**src/rtl/load_store_unit_pkg.sv**
```systemverilog
// ---------------------------------------------------------------------------
// load_store_unit_pkg : width/fault codes, FSM states and funct3 legality
// Revision: 1.0
// ---------------------------------------------------------------------------
`default_nettype none

package load_store_unit_pkg;

  localparam logic [2:0] LS_B  = 3'b000;
  localparam logic [2:0] LS_H  = 3'b001;
  localparam logic [2:0] LS_W  = 3'b010;
  localparam logic [2:0] LS_BU = 3'b100;
  localparam logic [2:0] LS_HU = 3'b101;

  localparam logic [1:0] LSU_OK       = 2'b00;
  localparam logic [1:0] LSU_MISALIGN = 2'b01;
  localparam logic [1:0] LSU_BUSERR   = 2'b10;
  localparam logic [1:0] LSU_ILLEGAL  = 2'b11;

  typedef enum logic [1:0] {
    LSU_IDLE = 2'd0,
    LSU_BUS  = 2'd1,
    LSU_RESP = 2'd2
  } lsu_state_e;

  // Stores have no unsigned variants, so only B/H/W are legal for them.
  function automatic logic funct3_legal(input logic is_store, input logic [2:0] f3);
    logic ok;
    case (f3)
      LS_B, LS_H, LS_W: ok = 1'b1;
      LS_BU, LS_HU:     ok = !is_store;
      default:          ok = 1'b0;
    endcase
    return ok;
  endfunction

endpackage

`default_nettype wire

```
**src/rtl/load_store_unit_align.sv**
```systemverilog
// ---------------------------------------------------------------------------
// load_store_unit_align : byte-lane steering, load extension, access checks
// Revision: 1.0
// ---------------------------------------------------------------------------
`default_nettype none

module load_store_unit_align
  import load_store_unit_pkg::*;
#(
  parameter int XLEN = 32
) (
  input  logic            is_store,
  input  logic [2:0]      funct3,
  input  logic [1:0]      addr_lo,
  input  logic [XLEN-1:0] store_data,
  output logic [1:0]      chk_fault,
  output logic [3:0]      wstrb,
  output logic [XLEN-1:0] wdata,
  input  logic            ld_is_store,
  input  logic [2:0]      ld_funct3,
  input  logic [1:0]      ld_off,
  input  logic [XLEN-1:0] rdata,
  output logic [XLEN-1:0] ld_data
);

  logic [XLEN-1:0] shifted;

  always_comb begin
    chk_fault = LSU_OK;
    if (!funct3_legal(is_store, funct3)) begin
      chk_fault = LSU_ILLEGAL;
    end else if ((funct3[1:0] == 2'b01 && addr_lo[0]) ||
                 (funct3[1:0] == 2'b10 && addr_lo != 2'b00)) begin
      chk_fault = LSU_MISALIGN;
    end
  end

  always_comb begin
    wstrb = 4'b0000;
    wdata = '0;
    if (is_store) begin
      case (funct3)
        LS_B: begin
          wstrb = 4'b0001 << addr_lo;
          wdata = {(XLEN/8){store_data[7:0]}};
        end
        LS_H: begin
          wstrb = 4'b0011 << addr_lo;
          wdata = {(XLEN/16){store_data[15:0]}};
        end
        default: begin
          wstrb = 4'b1111;
          wdata = store_data;
        end
      endcase
    end
  end

  // Aligned accesses guarantee the selected lane sits entirely in the word.
  always_comb begin
    shifted = rdata >> {ld_off, 3'b000};
    case (ld_funct3)
      LS_B:    ld_data = {{(XLEN-8){shifted[7]}}, shifted[7:0]};
      LS_BU:   ld_data = {{(XLEN-8){1'b0}}, shifted[7:0]};
      LS_H:    ld_data = {{(XLEN-16){shifted[15]}}, shifted[15:0]};
      LS_HU:   ld_data = {{(XLEN-16){1'b0}}, shifted[15:0]};
      default: ld_data = shifted;
    endcase
    if (ld_is_store) begin
      ld_data = '0;
    end
  end

endmodule

`default_nettype wire

```
**src/rtl/load_store_unit.sv**
```systemverilog
// ---------------------------------------------------------------------------
// load_store_unit : memory stage, one req/ack data-bus transaction per op
// Revision: 1.0
// ---------------------------------------------------------------------------
`default_nettype none

module load_store_unit
  import load_store_unit_pkg::*;
#(
  parameter int XLEN           = 32,
  parameter int TIMEOUT_CYCLES = 16,
  parameter int TO_W           = 5
) (
  input  logic            clk,
  input  logic            rst,
  input  logic            req_valid,
  output logic            req_ready,
  input  logic            is_store,
  input  logic [2:0]      funct3,
  input  logic [XLEN-1:0] addr,
  input  logic [XLEN-1:0] store_data,
  output logic            done,
  output logic [XLEN-1:0] load_data,
  output logic [1:0]      fault,
  output logic            mem_req,
  output logic            mem_we,
  output logic [XLEN-1:0] mem_addr,
  output logic [3:0]      mem_wstrb,
  output logic [XLEN-1:0] mem_wdata,
  input  logic            mem_ack,
  input  logic [XLEN-1:0] mem_rdata
);

  lsu_state_e      state_q, state_d;
  logic            ready_q, ready_d;
  logic            done_q, done_d;
  logic [1:0]      fault_q, fault_d;
  logic [XLEN-1:0] load_data_q, load_data_d;
  logic            mem_req_q, mem_req_d;
  logic            mem_we_q, mem_we_d;
  logic [XLEN-1:0] mem_addr_q, mem_addr_d;
  logic [3:0]      mem_wstrb_q, mem_wstrb_d;
  logic [XLEN-1:0] mem_wdata_q, mem_wdata_d;
  logic [TO_W-1:0] cnt_q, cnt_d;
  logic [2:0]      f3_q, f3_d;
  logic [1:0]      off_q, off_d;
  logic            st_q, st_d;

  logic [1:0]      chk_fault;
  logic [3:0]      wstrb;
  logic [XLEN-1:0] wdata;
  logic [XLEN-1:0] ld_data;
  logic [TO_W-1:0] cnt_inc;
  logic            leave_bus;

  load_store_unit_align #(.XLEN(XLEN)) u_lsu_align (
    .is_store    (is_store),
    .funct3      (funct3),
    .addr_lo     (addr[1:0]),
    .store_data  (store_data),
    .chk_fault   (chk_fault),
    .wstrb       (wstrb),
    .wdata       (wdata),
    .ld_is_store (st_q),
    .ld_funct3   (f3_q),
    .ld_off      (off_q),
    .rdata       (mem_rdata),
    .ld_data     (ld_data)
  );

  always_comb begin
    state_d     = state_q;
    ready_d     = ready_q;
    done_d      = 1'b0;
    fault_d     = fault_q;
    load_data_d = load_data_q;
    mem_req_d   = mem_req_q;
    mem_we_d    = mem_we_q;
    mem_addr_d  = mem_addr_q;
    mem_wstrb_d = mem_wstrb_q;
    mem_wdata_d = mem_wdata_q;
    cnt_d       = cnt_q;
    f3_d        = f3_q;
    off_d       = off_q;
    st_d        = st_q;
    cnt_inc     = cnt_q + 1'b1;
    leave_bus   = 1'b0;

    case (state_q)
      LSU_IDLE: begin
        if (req_valid) begin
          f3_d    = funct3;
          off_d   = addr[1:0];
          st_d    = is_store;
          ready_d = 1'b0;
          if (chk_fault != LSU_OK) begin
            state_d     = LSU_RESP;
            done_d      = 1'b1;
            fault_d     = chk_fault;
            load_data_d = '0;
          end else begin
            state_d     = LSU_BUS;
            mem_req_d   = 1'b1;
            mem_we_d    = is_store;
            mem_addr_d  = {addr[XLEN-1:2], 2'b00};
            mem_wstrb_d = wstrb;
            mem_wdata_d = wdata;
          end
        end
      end
      LSU_BUS: begin
        // An ack arriving on the timeout cycle still completes normally.
        if (mem_ack) begin
          leave_bus   = 1'b1;
          fault_d     = LSU_OK;
          load_data_d = ld_data;
        end else if (cnt_inc == TO_W'(TIMEOUT_CYCLES)) begin
          leave_bus   = 1'b1;
          fault_d     = LSU_BUSERR;
          load_data_d = '0;
        end else begin
          cnt_d = cnt_inc;
        end
        if (leave_bus) begin
          state_d     = LSU_RESP;
          done_d      = 1'b1;
          mem_req_d   = 1'b0;
          mem_we_d    = 1'b0;
          mem_wstrb_d = 4'b0000;
          cnt_d       = '0;
        end
      end
      LSU_RESP: begin
        state_d = LSU_IDLE;
        ready_d = 1'b1;
      end
      default: begin
        state_d = LSU_IDLE;
        ready_d = 1'b1;
      end
    endcase
  end

  always_ff @(posedge clk or posedge rst) begin
    if (rst) begin
      state_q     <= LSU_IDLE;
      ready_q     <= 1'b1;
      done_q      <= 1'b0;
      fault_q     <= LSU_OK;
      load_data_q <= '0;
      mem_req_q   <= 1'b0;
      mem_we_q    <= 1'b0;
      mem_addr_q  <= '0;
      mem_wstrb_q <= 4'b0000;
      mem_wdata_q <= '0;
      cnt_q       <= '0;
      f3_q        <= 3'b000;
      off_q       <= 2'b00;
      st_q        <= 1'b0;
    end else begin
      state_q     <= state_d;
      ready_q     <= ready_d;
      done_q      <= done_d;
      fault_q     <= fault_d;
      load_data_q <= load_data_d;
      mem_req_q   <= mem_req_d;
      mem_we_q    <= mem_we_d;
      mem_addr_q  <= mem_addr_d;
      mem_wstrb_q <= mem_wstrb_d;
      mem_wdata_q <= mem_wdata_d;
      cnt_q       <= cnt_d;
      f3_q        <= f3_d;
      off_q       <= off_d;
      st_q        <= st_d;
    end
  end

  assign req_ready = ready_q;
  assign done      = done_q;
  assign fault     = fault_q;
  assign load_data = load_data_q;
  assign mem_req   = mem_req_q;
  assign mem_we    = mem_we_q;
  assign mem_addr  = mem_addr_q;
  assign mem_wstrb = mem_wstrb_q;
  assign mem_wdata = mem_wdata_q;

endmodule

`default_nettype wire

```
**config.mk**
```make
export PLATFORM = sky130hd
export DESIGN_NAME = load_store_unit
export DESIGN_NICKNAME = d
export VERILOG_FILES = /design/src/rtl/load_store_unit_pkg.sv /design/src/rtl/load_store_unit_align.sv /design/src/rtl/load_store_unit.sv
export SDC_FILE = /design/constraint.sdc
export NUM_CORES = 1
export LEC_CHECK = 0
export CORE_UTILIZATION = 25
export CTS_CLUSTER_SIZE = 20
export DETAILED_ROUTE_END_ITERATION = 7
export REMOVE_ABC_BUFFERS = 1
export SLEW_MARGIN = 20
export SYNTH_ARGS = -nofsm -noshare
export SYNTH_HDL_FRONTEND = slang
export SYNTH_SLANG_ARGS = --single-unit
```
**constraint.sdc**
```tcl
create_clock -name clk -period 3.95 [get_ports clk]
set_clock_uncertainty 0.1 [all_clocks]
set_input_delay 0.79 -clock clk [delete_from_list [all_inputs] [get_ports clk]]
set_output_delay 0.79 -clock clk [all_outputs]
set_load 0.01 [all_outputs]
```
* Yosys cells after proc, flatten, opt, wreduce, memory -nomap -nowiden
Index checks and enable logic that the tools add are counted. W data, S select, Z words.
Operators by class: shift operators 3, add/subtract/negate cells 1, multiplexer cells 46, eq/ne operators 18, reduce and logical (&&, ||, !) cells 19, bitwise logic cells 2
Operators with widths (count):
- $mux W32 | 6
- $pmux W32 S2 | 2
- $pmux W32 S4 | 1
- $shr A32 B5 Y32 | 1
- $mux W2 | 8
- $mux W4 | 4
- $pmux W4 S2 | 2
- $mux W5 | 3
- $mux W1 | 13
- $eq A3 B3 Y1 const B | 4
- $pmux W1 S2 | 5
- $ne A2 B2 Y1 const B | 4
- $pmux W2 S2 | 2
- $reduce_and A4 Y1 | 2
- $eq A3 B1 Y1 const B | 2
- $logic_not A3 Y1 | 2
- $reduce_and A2 Y1 | 3
- $reduce_and A3 Y1 | 2
- $reduce_bool A2 Y1 | 3
- $add A5 B1 Y5 const B | 1
- $eq A5 B5 Y1 const B | 1
- $eq A2 B1 Y1 const B | 2
- $ne A2 B1 Y1 const B | 2
- $shl A1 B2 Y4 const A | 1
- 11 further kinds | 13
Word-level totals: word-level logic and storage cells 103, bits in registers 117, output and inout port bits 106

* Logic depth before layout (Yosys ltp)
word-level depth 9, depth in mapped cells 8

* By module
A second synthesis with hierarchy kept.
Second synthesis, totals: cell total of the unflattened synthesis 647, area, all modules 5864.4 um2
By module, submodules not included:
- load_store_unit | seq. area each 2929.1 um2, cells each 424, area each 4471.8 um2, instances 1
- load_store_unit_align | seq. area each 0.0 um2, cells each 223, area each 1392.6 um2, instances 1

* Worst setup path after synthesis
No wires, ideal clock.
path type input port to flip-flop, start point input funct3[0], end point register fault_q[1], in the netlist fault[1], arrival 2.071 ns, setup slack 1.651 ns, library setup time 0.127 ns, stages 6, buffers on the path 1, data required time 3.723 ns, cells stage by stage clkbuf_1 -> nor4_1 -> nor2_1 -> o211ai_2 -> inv_2 -> mux2_1
Between the ends: word-level cells in the longest chain between the ends 8, elaborated cells between the ends (all ways) 21, classes of those cells eq/ne (7); mux (6); reduce/logical (8)
Ends and longest elaborated chain:
- start, declared | line load_store_unit.sv:19 | input logic [2:0] funct3,
- branches (longest 4 deep; another with $eq A3 B2 Y1)
- $mux W2 (*) | line load_store_unit_align.sv:30 | if (!funct3_legal(is_store, funct3)) begin
- $reduce_bool A2 Y1 | line load_store_unit.sv:96 | if (chk_fault != LSU_OK) begin
- $ne A2 B2 Y1 (no source line)
- $reduce_and A4 Y1 (no source line)
- end signal, assigned | line load_store_unit.sv:164 | fault_q <= fault_d;
- end, declared | line load_store_unit.sv:37 | logic [1:0] fault_q, fault_d;
Every way passes the cells marked *. The select of a mux whose other input is x is not followed. A chain may end at the register's enable or synchronous reset.

* Worst setup path in the final report
start point input addr[0], end point register fault_q[1], in the netlist fault[1]
Between the ends: word-level cells in the longest chain between the ends 8, elaborated cells between the ends (all ways) 9, classes of those cells eq/ne (1); mux (2); reduce/logical (6)
Ends and longest elaborated chain:
- start, declared | line load_store_unit.sv:20 | input logic [XLEN-1:0] addr,
- $reduce_bool A2 Y1 | line load_store_unit_align.sv:33 | (funct3[1:0] == 2'b10 && addr_lo != 2'b00)) begin
- $logic_and A1 B1 Y1 | line load_store_unit_align.sv:33
- $logic_or A1 B1 Y1 (*) | line load_store_unit_align.sv:32 | end else if ((funct3[1:0] == 2'b01 && addr_lo[0]) ||
- $mux W1 (*) | line load_store_unit_align.sv:32
- $mux W2 (*) | line load_store_unit_align.sv:30
- $reduce_bool A2 Y1 (*) | line load_store_unit.sv:96
- $ne A2 B2 Y1 (no source line) (*)
- $reduce_and A4 Y1 (no source line) (*)
Every way passes the cells marked *; elsewhere a longest branch is shown, timed or not.

==> results.toml <==
[die]
core_mm2 = 0.0212
initial_utilization_pct = 25.8
dieArea_mm2 = 0.0225
rows = 53
dieWidth_um = 150
fp.dieH_um = 150
pin_count = 210

[finish]
fillers = 2157
final_cell_mix = "clkdlybuf4s50_1, dfrtp_1, nand2_1, mux2_2, o21ai_0"
final_common_cell = "clkdlybuf4s50_1"
multi_input_area_mm2 = 0.00235
seq_area_mm2 = 0.00293
layout-drive-gt1-share_pct = 17.5
area_growth_pct = 54.1
utilization_pct = 39.7
nets = 796

[detailed_routing]
drt-wirelength-per-cell_um = 17.4
first_pass_iters = 4
drtIter0Drc = 195
vias = 4611
drc = 0
wl_um = 17000
vias_per_cell = 4.71
drtAntennaViolNets = 0

[logic_synthesis]
yosys_warnings = 0
synth_top_family_by_area = "compound AO/OA/AOI/OAI gates"
ys.flop_type = "dfrtp_1"
ys_seq_elements = 117
synth_area_per_cell_um2 = 11.2
synth_compound_area_share_pct = 16.4
ys_async_sr_fraction_pct = 100
synthXorXnorAreaFrac_pct = 0.320
synthAdderAreaFrac_pct = 0.229
syn_inst = 487
ys_types = 51
synth-edff-count = 0
seq_area_frac_synth_pct = 53.5
synthMuxAreaShare_pct = 16.1
synth-simple-area-share_pct = 9.67
synth_area_mm2 = 0.00547

[sta]
worst_pin_slew_ns = 0.929
slew_violations = 0
tns_ns = 0
period_needed_ns = 3.01
max_freq_mhz = 333
whs_ns = 0.375
min_period_over_period_pct = 76.1
max-slew-margin-rel_pct = 38.1
hold_viol = 0
rsz0062_at_grt = "false"
finalSetupViolations = 0
post-route-worst-setup-slack_ns = 0.944

[global_routing]
grt_remaining_overflow = 0
first_global_vias = 4805
grt_pass1_wl_um = 26600
track_usage_pct = 15.7
grt_max_degree = 78
antenna_found_initial = 1

[placed_design]
io_buffers = 207
preCtsSetupSlack_ns = 0.550
dp_hpwl_um = 11900
place_congestion = 0.814

[power_and_ir_drop]
power.leakage_nw = 3.66
power.density_mw_per_mm2 = 606
ir_drop_v = 0.000346
p_total_w = 0.00511

[setup_path]
cp.arrival_ns = 3.20
required_ns = 4.14
crit_fanout = 35
crit_type = "in -> reg"
end_kind = "flip-flop"
cp-start-kind = "input pin"

[min_path]
hold_path_class = "reg -> reg"

[clocking]
cts_setup_buffers = 0
clock_path_buffers = 2
cts_sinks = 117
htree_levels = 4
cts_root_buf = "clkbuf_16"
cts.clk_slew.worst_paths_ns = 0.06
cts_tree = "built"
insertion_delay_ns = 0.41
numCtsBuffers = 17
hold_buffers = 0
cts_resized = 0

[flow_run]
maxCapViolCount = 0

[outcome]
outcome = "completed"
==> layout make-up <==
cell class	count	area share (%)
repair buffers	219	25.9
diodes	1	0.0297
well taps	275	4.08
clock buffers	21	5.46
flip-flops and latches	117	34.7
inverters	6	0.297
clock inverters	11	1.50
multi-input cells	330	27.9
==> stage by stage <==
| stage | std cells | cell area [µm²] |
|---|---|---|
| floorplan | 453 | 5290 |
| global placement | 947 | 7840 |
| detailed placement | 947 | 7840 |
| CTS | 979 | 8430 |
| global route | 979 | 8430 |
| finish | 980 | 8430 |
==> worst max-delay path: stages <==
cell and delay [ns]:
clkdlybuf4s50_1 0.55, nor4_1 0.71, nor2_1 0.20, o211ai_2 0.18, buf_4 0.37, inv_2 0.08
mux2_1 0.31
==> cells by family (layout without fill, tap and decap cells) <==
logic type / after synthesis / count (layout)
AOI/OAI and AO/OA: 127 / 127
and+or+nand+nor: 119 / 119
DFF: 117 / 117
muxes: 79 / 79
buffers and inverters: 41 / 257
xor gates and xnor gates: 2 / 2
adders and majority gates: 1 / 1
other: 1 / 3
==> sequential cells by signal (all words and copies together), names as in the netlist, 2 cells and up <==
name / cells
load_data: 32
state_q: 2
off_q: 2
mem_wdata: 32
fault: 2
cnt_q: 5
mem_addr: 30
f3_q: 3
mem_wstrb: 4
==> metal layers <==
layer	vias to the layer above	GRT usage [%]	share of wire [%]
met5	-	0	0
met4	0	5.05	1.4
met3	21	6.62	11
met2	201	24.6	45
met1	2228	19.5	43
li1	2161	-	-
==> power by group <==
group          leakage, nW  total, W  switching, W  internal [W]
combinational         1.88   0.00173      0.000716       0.00101
clock                0.276   0.00156      0.000593      0.000964
sequential            1.50   0.00182      0.000259       0.00156
total                 3.66   0.00511       0.00157       0.00354
==> cells in the mapped netlist (2+ instances only) <==
library cell | n | share of area, %
a221o_1 | 2 | 0.37
a221o_2 | 6 | 1.2
nor3b_1 | 2 | 0.27
o31ai_1 | 16 | 2.2
nand2_1 | 65 | 4.5
buf_1 | 2 | 0.14
dfrtp_1 | 116 | 53
a21o_1 | 8 | 1.1
a32oi_1 | 7 | 1.1
inv_1 | 5 | 0.34
mux2i_1 | 17 | 3.1
a22o_1 | 14 | 2.2
mux2_2 | 60 | 12
xor2_1 | 2 | 0.32
and2_1 | 2 | 0.23
buf_6 | 4 | 0.82
nand3b_1 | 2 | 0.27
clkbuf_1 | 16 | 1.1
nor2b_1 | 2 | 0.23
nor2_1 | 36 | 2.5
a21oi_1 | 10 | 0.91
buf_4 | 2 | 0.27
o21ai_0 | 45 | 4.1
a211o_1 | 8 | 1.3
buf_2 | 11 | 1.0
or2_2 | 2 | 0.23
==> final timing paths <==
path                                           start  cells after the start  slack [ns]                         to
max                                          addr[0]                      7        0.94       fault[1]$_DFFE_PP0P_
min                        mem_wdata[29]$_DFFE_PP0P_                      2        0.37  mem_wdata[29]$_DFFE_PP0P_
max reg2reg                     off_q[1]$_DFFE_PP0P_                      4        1.33  load_data[30]$_DFFE_PP0P_
min reg2reg                mem_wdata[29]$_DFFE_PP0P_                      2        0.37  mem_wdata[29]$_DFFE_PP0P_
max in group asynchronous                        rst                      3        2.23  mem_wdata[15]$_DFFE_PP0P_
min in group asynchronous                        rst                      2        0.72    mem_addr[2]$_DFFE_PP0P_
No activity file was read; power rests on OpenSTA's default activity.
